--- src/rtl/uart_pkg.sv ---
// ----------------------------------------------------------------------------
// uart_pkg
// Shared definitions for the UART transmit-side arbiter.
//   HDR_MARK         : high bit set on every channel-ID header byte
//   uart_arb_state_t : arbiter FSM state encoding
//   hdr_byte()       : builds the header byte for a requester index
// ----------------------------------------------------------------------------
package uart_pkg;

  localparam logic [7:0] HDR_MARK = 8'h80;

  typedef enum logic [1:0] {
    IDLE = 2'd0,
    HDR  = 2'd1,
    DATA = 2'd2
  } uart_arb_state_t;

  // Up to 128 requesters, so the ID fits in the 7 bits below the marker.
  function automatic logic [7:0] hdr_byte(input logic [6:0] id);
    return HDR_MARK | {1'b0, id};
  endfunction

endpackage

--- src/rtl/rr_arbiter.sv ---
// ----------------------------------------------------------------------------
// rr_arbiter
// Combinational round-robin pick. Returns the first set request bit found
// scanning upward from ptr, wrapping from N-1 back to 0.
// Ports:
//   req     [N]  : request vector
//   ptr     [GW] : highest-priority index (must be < N)
//   gnt_vld      : at least one request is set
//   gnt_idx [GW] : winning index (0 when gnt_vld is low)
// ----------------------------------------------------------------------------
module rr_arbiter #(
  parameter int N  = 4,
  parameter int GW = 2
) (
  input  logic [N-1:0]  req,
  input  logic [GW-1:0] ptr,
  output logic          gnt_vld,
  output logic [GW-1:0] gnt_idx
);

  // Doubling the vector turns the wrap-around scan into a linear one:
  // bits ptr..ptr+N-1 of {req,req} are the requests in priority order.
  logic [2*N-1:0] w_dbl;
  assign w_dbl = {req, req};

  always_comb begin
    int j;
    j       = 0;
    gnt_vld = 1'b0;
    gnt_idx = '0;
    // Scan downward so the lowest offset from ptr is the final assignment.
    for (int i = N - 1; i >= 0; i--) begin
      j = int'(ptr) + i;
      if (w_dbl[j]) begin
        gnt_vld = 1'b1;
        gnt_idx = GW'((j >= N) ? (j - N) : j);
      end
    end
  end

endmodule

--- src/rtl/uart_tx_arbiter.sv ---
// ----------------------------------------------------------------------------
// uart_tx_arbiter
// Shares one UART byte transmitter among N_REQ byte-stream requesters at
// packet granularity. Round-robin grant, held until the tlast byte
// transfers. With HEADER=1 a channel-ID byte (HDR_MARK|id) precedes each
// packet so the far end can demultiplex.
// Ports:
//   clk, rst               : clock, async active-high reset
//   req_tvalid/tdata/tlast : per-requester byte streams (tdata [8*i+:8])
//   req_tready             : per-requester ready (only granted one may rise)
//   str_tvalid/tdata       : byte stream to UART transmitter
//   str_tready             : UART transmitter ready
//   busy                   : grant held (state != IDLE)
//   grant_id               : current / last granted requester
// ----------------------------------------------------------------------------
module uart_tx_arbiter
  import uart_pkg::*;
#(
  parameter int N_REQ  = 4,
  parameter int HEADER = 1,
  localparam int GW    = (N_REQ > 1) ? $clog2(N_REQ) : 1
) (
  input  logic               clk,
  input  logic               rst,
  input  logic [N_REQ-1:0]   req_tvalid,
  input  logic [N_REQ*8-1:0] req_tdata,
  input  logic [N_REQ-1:0]   req_tlast,
  output logic [N_REQ-1:0]   req_tready,
  output logic               str_tvalid,
  output logic [7:0]         str_tdata,
  input  logic               str_tready,
  output logic               busy,
  output logic [GW-1:0]      grant_id
);

  uart_arb_state_t r_state;
  logic [GW-1:0]   r_rr_ptr;
  logic [GW-1:0]   r_grant_id;

  logic            w_gnt_vld;
  logic [GW-1:0]   w_gnt_idx;
  logic            w_g_valid;
  logic            w_g_last;
  logic [7:0]      w_g_data;
  logic [GW-1:0]   w_next_ptr;

  rr_arbiter #(.N(N_REQ), .GW(GW)) u_rr (
    .req     (req_tvalid),
    .ptr     (r_rr_ptr),
    .gnt_vld (w_gnt_vld),
    .gnt_idx (w_gnt_idx)
  );

  // Granted requester's stream; everyone else is ignored.
  assign w_g_valid = req_tvalid[r_grant_id];
  assign w_g_last  = req_tlast[r_grant_id];
  assign w_g_data  = req_tdata[8*r_grant_id +: 8];

  assign w_next_ptr = (r_grant_id == GW'(N_REQ - 1)) ? '0 : r_grant_id + 1'b1;

  always_ff @(posedge clk or posedge rst) begin
    if (rst) begin
      r_state    <= IDLE;
      r_rr_ptr   <= '0;
      r_grant_id <= '0;
    end else begin
      case (r_state)
        IDLE: begin
          if (w_gnt_vld) begin
            r_grant_id <= w_gnt_idx;
            r_state    <= (HEADER != 0) ? HDR : DATA;
          end
        end
        HDR: begin
          if (str_tready) r_state <= DATA;
        end
        DATA: begin
          // Grant is released only when the tlast byte actually transfers.
          if (w_g_valid && str_tready && w_g_last) begin
            r_state  <= IDLE;
            r_rr_ptr <= w_next_ptr;
          end
        end
        default: r_state <= IDLE;
      endcase
    end
  end

  // Output mux: header is built from registered grant_id so it is stable
  // under backpressure; DATA is a straight pass-through of the granted lane.
  always_comb begin
    str_tvalid = 1'b0;
    str_tdata  = 8'h00;
    req_tready = '0;
    case (r_state)
      HDR: begin
        str_tvalid = 1'b1;
        str_tdata  = hdr_byte(7'(r_grant_id));
      end
      DATA: begin
        str_tvalid             = w_g_valid;
        str_tdata              = w_g_data;
        req_tready[r_grant_id] = str_tready;
      end
      default: ;
    endcase
  end

  assign busy     = (r_state != IDLE);
  assign grant_id = r_grant_id;

endmodule
--- config.mk ---
export PLATFORM = sky130hd
export DESIGN_NAME = uart_tx_arbiter
export DESIGN_NICKNAME = d
export VERILOG_FILES = /design/src/rtl/uart_pkg.sv /design/src/rtl/rr_arbiter.sv /design/src/rtl/uart_tx_arbiter.sv
export SDC_FILE = /design/constraint.sdc
export NUM_CORES = 1
export LEC_CHECK = 0
export CAP_MARGIN = 25
export CORE_MARGIN = 5
export CORE_UTILIZATION = 40
export CTS_CLUSTER_DIAMETER = 40
export DETAILED_ROUTE_END_ITERATION = 12
export PLACE_DENSITY_LB_ADDON = 0.1
export REMOVE_ABC_BUFFERS = 1
export SLEW_MARGIN = 30
export SYNTH_ARGS = -nofsm -noshare
export SYNTH_HDL_FRONTEND = slang
export SYNTH_SLANG_ARGS = --single-unit
--- constraint.sdc ---
create_clock -name clk -period 4.7 [get_ports clk]
set_input_delay 0.47 -clock clk [delete_from_list [all_inputs] [get_ports clk]]
set_output_delay 0.47 -clock clk [all_outputs]
set_load 0.02 [all_outputs]
==> results of run 1 <==
-- worst paths after layout --
check                               to  depth (start not counted)
setup / recovery            str_tvalid                          4
hold / removal              r_state[1]                          2
setup reg to reg           r_rr_ptr[1]                          3
hold reg to reg             r_state[1]                          1
max in group asynchronous  grant_id[0]                          2
min in group clk            r_state[1]                          1
-- synthesized netlist by cell type, drive strengths merged --
master / n
nand2: 6
mux2: 7
nand4: 1
nor3: 1
nor3b: 1
and3: 9
o22ai: 2
dfrtp: 6
ha: 10
inv: 7
nor2: 7
o32ai: 2
o31ai: 2
o31a: 1
buf: 3
a21o: 2
o41ai: 1
nand3: 1
clkbuf: 4
a21oi: 4
o21ai: 1
mux4: 9
and2: 2
nor2b: 2
mux2i: 6
a32oi: 1
-- cells in the final DEF, fill, tap and decap left out, drive strengths merged, types with 4 or more instances in the layout --
cell type       n
a21oi           4
and3            9
clkdlybuf4s50  58
dfrtp           6
ha             10
inv             7
mux2            7
mux2i           6
mux4            9
nand2           6
nor2            7
-- flip-flops by register name, indices dropped and copies added, names as in the netlist --
name,cells
grant_id,2
r_rr_ptr,2
r_state,2
-- metrics by stage --
stage	worst slack [ns]	power [uW]	hold WS, ns	std cells	cell area, um^2
3_5_place_dp	1.90	694	0.523	177	1540
2_1_floorplan	2.53	491	0.261	91	921
3_3_place_gp	1.94	685	0.509	177	1540
5_1_grt	1.60	796	0.455	180	1560
4_1_cts	1.73	744	0.437	180	1560
6_report	1.78	735	0.432	180	1560
-- cells by family (layout without fill, tap and decap cells) --
logic type | after synthesis | after routing
and+or+nand+nor | 30 | 30
buffers and inverters | 14 | 68
muxes | 22 | 22
DFF | 6 | 6
AOI/OAI and AO/OA | 16 | 16
adders and majority gates | 10 | 10
-- worst reg2reg max path, stage by stage, from the launching register on --
cell and delay, ns:
dfrtp_1 0.82, mux4_2 0.64, nand4_1 0.19, mux2_2 0.35
-- per-layer routing --
metal | wire (um) | vias up
li1 | - | 476
met1 | 1100 | 451
met2 | 1450 | 35
met3 | 193 | 0
met4 | 0 | 0
met5 | 0 | -
-- where the power goes --
group | switching [uW] | internal [uW]
registers | 74.9 | 75.7
logic | 241 | 297
clock network | 17.1 | 28.8
-- final cells by class --
type,count,share of cell area [%]
clock buffers,3,1.44
inverters,7,1.69
multi-input cells,78,47.8
flip-flops and latches,6,9.63
well taps,28,2.25
repair buffers,58,37.2
==> flow_metrics.tcl, run 1 <==
set metrics [dict create \
    status "complete, no violations" \
    reg2reg_slack_ns 2.58 \
    met1_usage_pct 18.6 \
    cp_num_buf_inv 1 \
    clk_pin_slew_ns 0.05 \
    critical_path_arrival_ns 2.45 \
    hold_path.class "input port to async pin" \
    cts_made_buffers 3 \
    slew_headroom_pct 49.5 \
    synth-compound-area-share_pct 12.5 \
    htreeDepth 1 \
    ys_seq_area_share_pct 15.8 \
    p_leak_uw 0.000655 \
    yosysUniqueCellTypes 28 \
    initial_utilization_pct 42.6 \
    synthTopCellsByArea "mux4_2, dfrtp_1, ha_1" \
    grt_max_degree 18 \
    die_w_um 58.8 \
    cts_tree "built" \
    fill_cells 189 \
    syn_inst 98 \
    cp-end-kind "output pin" \
    setup_viol 0 \
    gr-total-overflow 0 \
    fin_crit_ns 2.92 \
    drive_gt1_share_pct 13.2 \
    post_cts_buffers 0 \
    avgViaCountPerCell 5.34 \
    synth_area_um2 952 \
    cp_top_family "flip-flops" \
    multi_input_area_um2 744 \
    setup.worst_path.class "register to output pin" \
    fin_skew_ns 0.00569 \
    grt_use_met3_pct 5.04 \
    synth.area.mux_share_pct 35.9 \
    synth.largest_area_cell "mux4_2" \
    r2r-start "grant_id[0]" \
    max_stage_delay_ns 0.82 \
    drt_iter0_markers 22 \
    synth_simple_gate_area_share_pct 16.7 \
    crit_path_start_kind "register" \
    cp-startpoint "grant_id[0]" \
    path_max_fanout 16 \
    die_h_um 58.8 \
    final_util_pct 69.8 \
    wirelength_mm 2.74 \
    cts-resized-gates 0 \
    grt_usage_pct 16.3 \
    final_nets 207 \
    synth_top_area_share_pct 21.3 \
    crit_chain "mux4_2, a21oi_1, nor2b_1, clkdlybuf4s50_1" \
    io_pins 59 \
    vias 962 \
    power.density_nw_per_um2 471 \
    grtUsageMet2_pct 30.9 \
    finalSetupTns_ns 0 \
    remaining_drc_errors 0 \
    maxSlewViolCount 0 \
    finalHoldViolations 0 \
    seq_area_um2 150 \
    worstSkewPairLatency_ns 0.24 \
    slowest_stage "dfrtp_1" \
    critPathRequiredTime_ns 4.23 \
    synth_fa_ha_area_share_pct 13.1 \
    grt_pass1_wl_mm 4.47 \
    area_growth_pct 63.7 \
    avgRoutedWirePerCell_um 15.2 \
    grt-busiest-layer "met2" \
    die_area_um2 3460 \
    place_hpwl_mm 2.25 \
    finalCritPeriodShare_pct 62.1 \
    ir_drop_v 0.000442 \
    synth_top_family_by_area "multiplexers" \
    coreArea_um2 2230 \
    drv_cap 0 \
    cts_root_buf "clkbuf_4" \
    n_antenna_cell 0 \
    gp_congestion 0.828 \
    grt_pass1_vias 999 \
    synth-seq-cells 6 \
    hold_buffers 0 \
    clkSinkCount 6 \
    postSynthAreaPerCell_um2 9.72 \
    portBuffers 58 \
    ant_nets 0 \
    rsz0062_at_grt "no" \
    rows 17 \
    synth_warnings 0 \
    max_freq_mhz 343 \
    firstDrtPassIters 6 \
    antenna_found_initial 0 \
    clockBufferDepth 2 \
    worst_pin_slew_ns 0.758 \
    synth_xor_area_share_pct 0 \
]
Power figures use the tool's default switching activity.
==> run 2: changes to the inputs <==
--- a/config.mk
+++ b/config.mk
@@ -7,7 +7,7 @@
 export LEC_CHECK = 0
 export CAP_MARGIN = 25
 export CORE_MARGIN = 5
-export CORE_UTILIZATION = 40
+export CORE_UTILIZATION = 37
 export CTS_CLUSTER_DIAMETER = 40
 export DETAILED_ROUTE_END_ITERATION = 12
 export PLACE_DENSITY_LB_ADDON = 0.1
==> constraint.sdc (replaced) <==
create_clock -name clk -period 2.8 [get_ports clk]
set_input_delay 0.28 -clock clk [delete_from_list [all_inputs] [get_ports clk]]
set_output_delay 0.28 -clock clk [all_outputs]
set_load 0.02 [all_outputs]
==> run 2 against run 1 <==
  * Utilization is 6.2 points lower
  * Largest cell class unchanged
  * Global-route usage grew 2.5 points
  * Clock skew grew 0.0038 ns
  * Count of clock-buffer cells in the layout did not move
  * Cell count increased by 2.2%
  * Critical path type unchanged
  * Critical endpoint is now str_tdata[0]
  * Sequential share of layout area fell by 0.11 points
  * Sequential power rose by 41%
  * First-iteration DRC count rose by 50%
  * Flip-flop and latch count is the same
==> flow_metrics.tcl, run 2 (synthesized netlist as in run 1, its figures left out) <==
set metrics [dict create \
    drt_iter0_markers 33 \
    place_hpwl_mm 2.59 \
    max_stage_delay_ns 0.60 \
    post_cts_buffers 0 \
    clk_pin_slew_ns 0.05 \
    die_h_um 60.7 \
    ant_nets 0 \
    vias 979 \
    maxSlewViolCount 0 \
    clockBufferDepth 2 \
    firstDrtPassIters 4 \
    finish.instance_area_um2 1580 \
    area_growth_pct 65.6 \
    setup.worst_path.class "register to output pin" \
    worstSkewPairLatency_ns 0.25 \
    rows 18 \
    remaining_drc_errors 0 \
    drive_gt1_share_pct 14.3 \
    worst_pin_slew_ns 0.690 \
    grt_pass1_wl_mm 5.14 \
    avgViaCountPerCell 5.32 \
    clkSinkCount 6 \
    grt_max_degree 18 \
    critPathRequiredTime_ns 2.52 \
    cp-end-kind "output pin" \
    initial_utilization_pct 38.4 \
    grt_pass1_vias 1045 \
    cts_tree "built" \
    path_max_fanout 17 \
    gp_congestion 0.880 \
    fill_cells 230 \
    hold_path.class "input port to async pin" \
    die_w_um 60.7 \
    mostFrequentLayoutCell "clkdlybuf4s50_1" \
    cp_num_buf_inv 2 \
    slowest_stage "clkdlybuf4s50_1" \
    p_leak_uw 0.000665 \
    finalHoldViolations 0 \
    htreeDepth 1 \
    rsz0062_at_grt "no" \
    place_area_um2 1550 \
    avgRoutedWirePerCell_um 17.0 \
    setup_viol 0 \
    portBuffers 58 \
    fin_skew_ns 0.00946 \
    gr-total-overflow 0 \
    die_area_um2 3690 \
    drv_cap 0 \
    coreArea_um2 2480 \
    crit_path_start_kind "register" \
    cts_made_buffers 3 \
    fin_crit_ns 2.57 \
    cts_root_buf "clkbuf_4" \
    max_freq_mhz 390 \
    cp_top_family "buffers and inverters" \
    io_pins 59 \
    final_nets 209 \
    cts-resized-gates 0 \
    layout_common_cells "clkdlybuf4s50_1, ha_1, mux4_2, and3_1" \
    slew_headroom_pct 53.4 \
    antenna_found_initial 0 \
    hold_buffers 0 \
    crit_chain "inv_1, ha_1, a21oi_1, o22ai_1, and2_1, clkdlybuf4s50_1" \
    ir_drop_v 0.000527 \
    n_antenna_cell 0 \
    power.density_nw_per_um2 807 \
    finalCritPeriodShare_pct 91.7 \
    critical_path_arrival_ns 2.29 \
    power_uw 1270 \
    wirelength_mm 3.12 \
    finalSetupTns_ns 0 \
    grt_usage_pct 18.9 \
    status "complete, no violations" \
]
[run 2: changes by cell type in the layout (fill, tap and decap cells not counted), sizes merged]
cell / change
buf: +2
[run 2: power by group]
group          leakage [uW]  total, uW  internal (uW)  switching, uW
Sequential        0.0000753        213            128           85.0
Clock             0.0000138       78.8           48.4           30.4
Combinational      0.000576        980            514            466
Total              0.000665       1270            690            582
[run 2: routing by layer]
| metal | track usage (%) | part of all wire, % | vias to the layer above |
|---|---|---|---|
| li1 | - | - | 477 |
| met1 | 22.2 | 41 | 472 |
| met2 | 35.7 | 54 | 26 |
| met3 | 2.13 | 4.4 | 4 |
| met4 | 5.26 | 0.83 | 0 |
| met5 | 0 | 0 | - |
[run 2: final timing paths]
path                              from      endpoint  slack (ns)  cells after the start
hold reg to reg             r_state[1]    r_state[1]        0.53                      1
setup / recovery            r_state[0]  str_tdata[0]        0.23                      6
setup reg to reg           grant_id[0]   r_rr_ptr[1]        0.85                      4
min in group clk            r_state[1]    r_state[1]        0.53                      1
max in group asynchronous          rst   grant_id[0]        2.35                      2
hold / removal                     rst   r_rr_ptr[1]        0.24                      2
[run 2: area by class of cell]
type,instances,area [um^2],share of cell area (%)
Clock buffer,3,22.5,1.43
Multi-Input combinational cell,78,744,47.2
Inverter,7,26.3,1.67
Tap cell,30,37.5,2.38
Timing Repair Buffer,60,596,37.8
Sequential cell,6,150,9.52
[run 2: per-stage QoR]
step                      setup slack (ns)  utilization, %  hold WS (ns)  std cells
after CTS                            0.198            63.6         0.245        184
final                                0.233            63.6         0.244        184
after global routing                0.0655            63.6         0.243        184
after global placement               0.390            62.7         0.497        181
after detailed placement             0.363            62.7         0.508        181
after floorplan                      0.754               -        0.0710         91
==> run 3: changes to the inputs <==
--- a/config.mk
+++ b/config.mk
@@ -5,10 +5,12 @@
 export SDC_FILE = /design/constraint.sdc
 export NUM_CORES = 1
 export LEC_CHECK = 0
+export ABC_CLOCK_PERIOD_IN_PS = 2800
 export CAP_MARGIN = 25
 export CORE_MARGIN = 5
 export CORE_UTILIZATION = 37
 export CTS_CLUSTER_DIAMETER = 40
+export CTS_CLUSTER_SIZE = 8
 export DETAILED_ROUTE_END_ITERATION = 12
 export PLACE_DENSITY_LB_ADDON = 0.1
 export REMOVE_ABC_BUFFERS = 1
==> results of run 3 <==
Same layout as run 2: the final DEF is identical, and so are final timing and power.
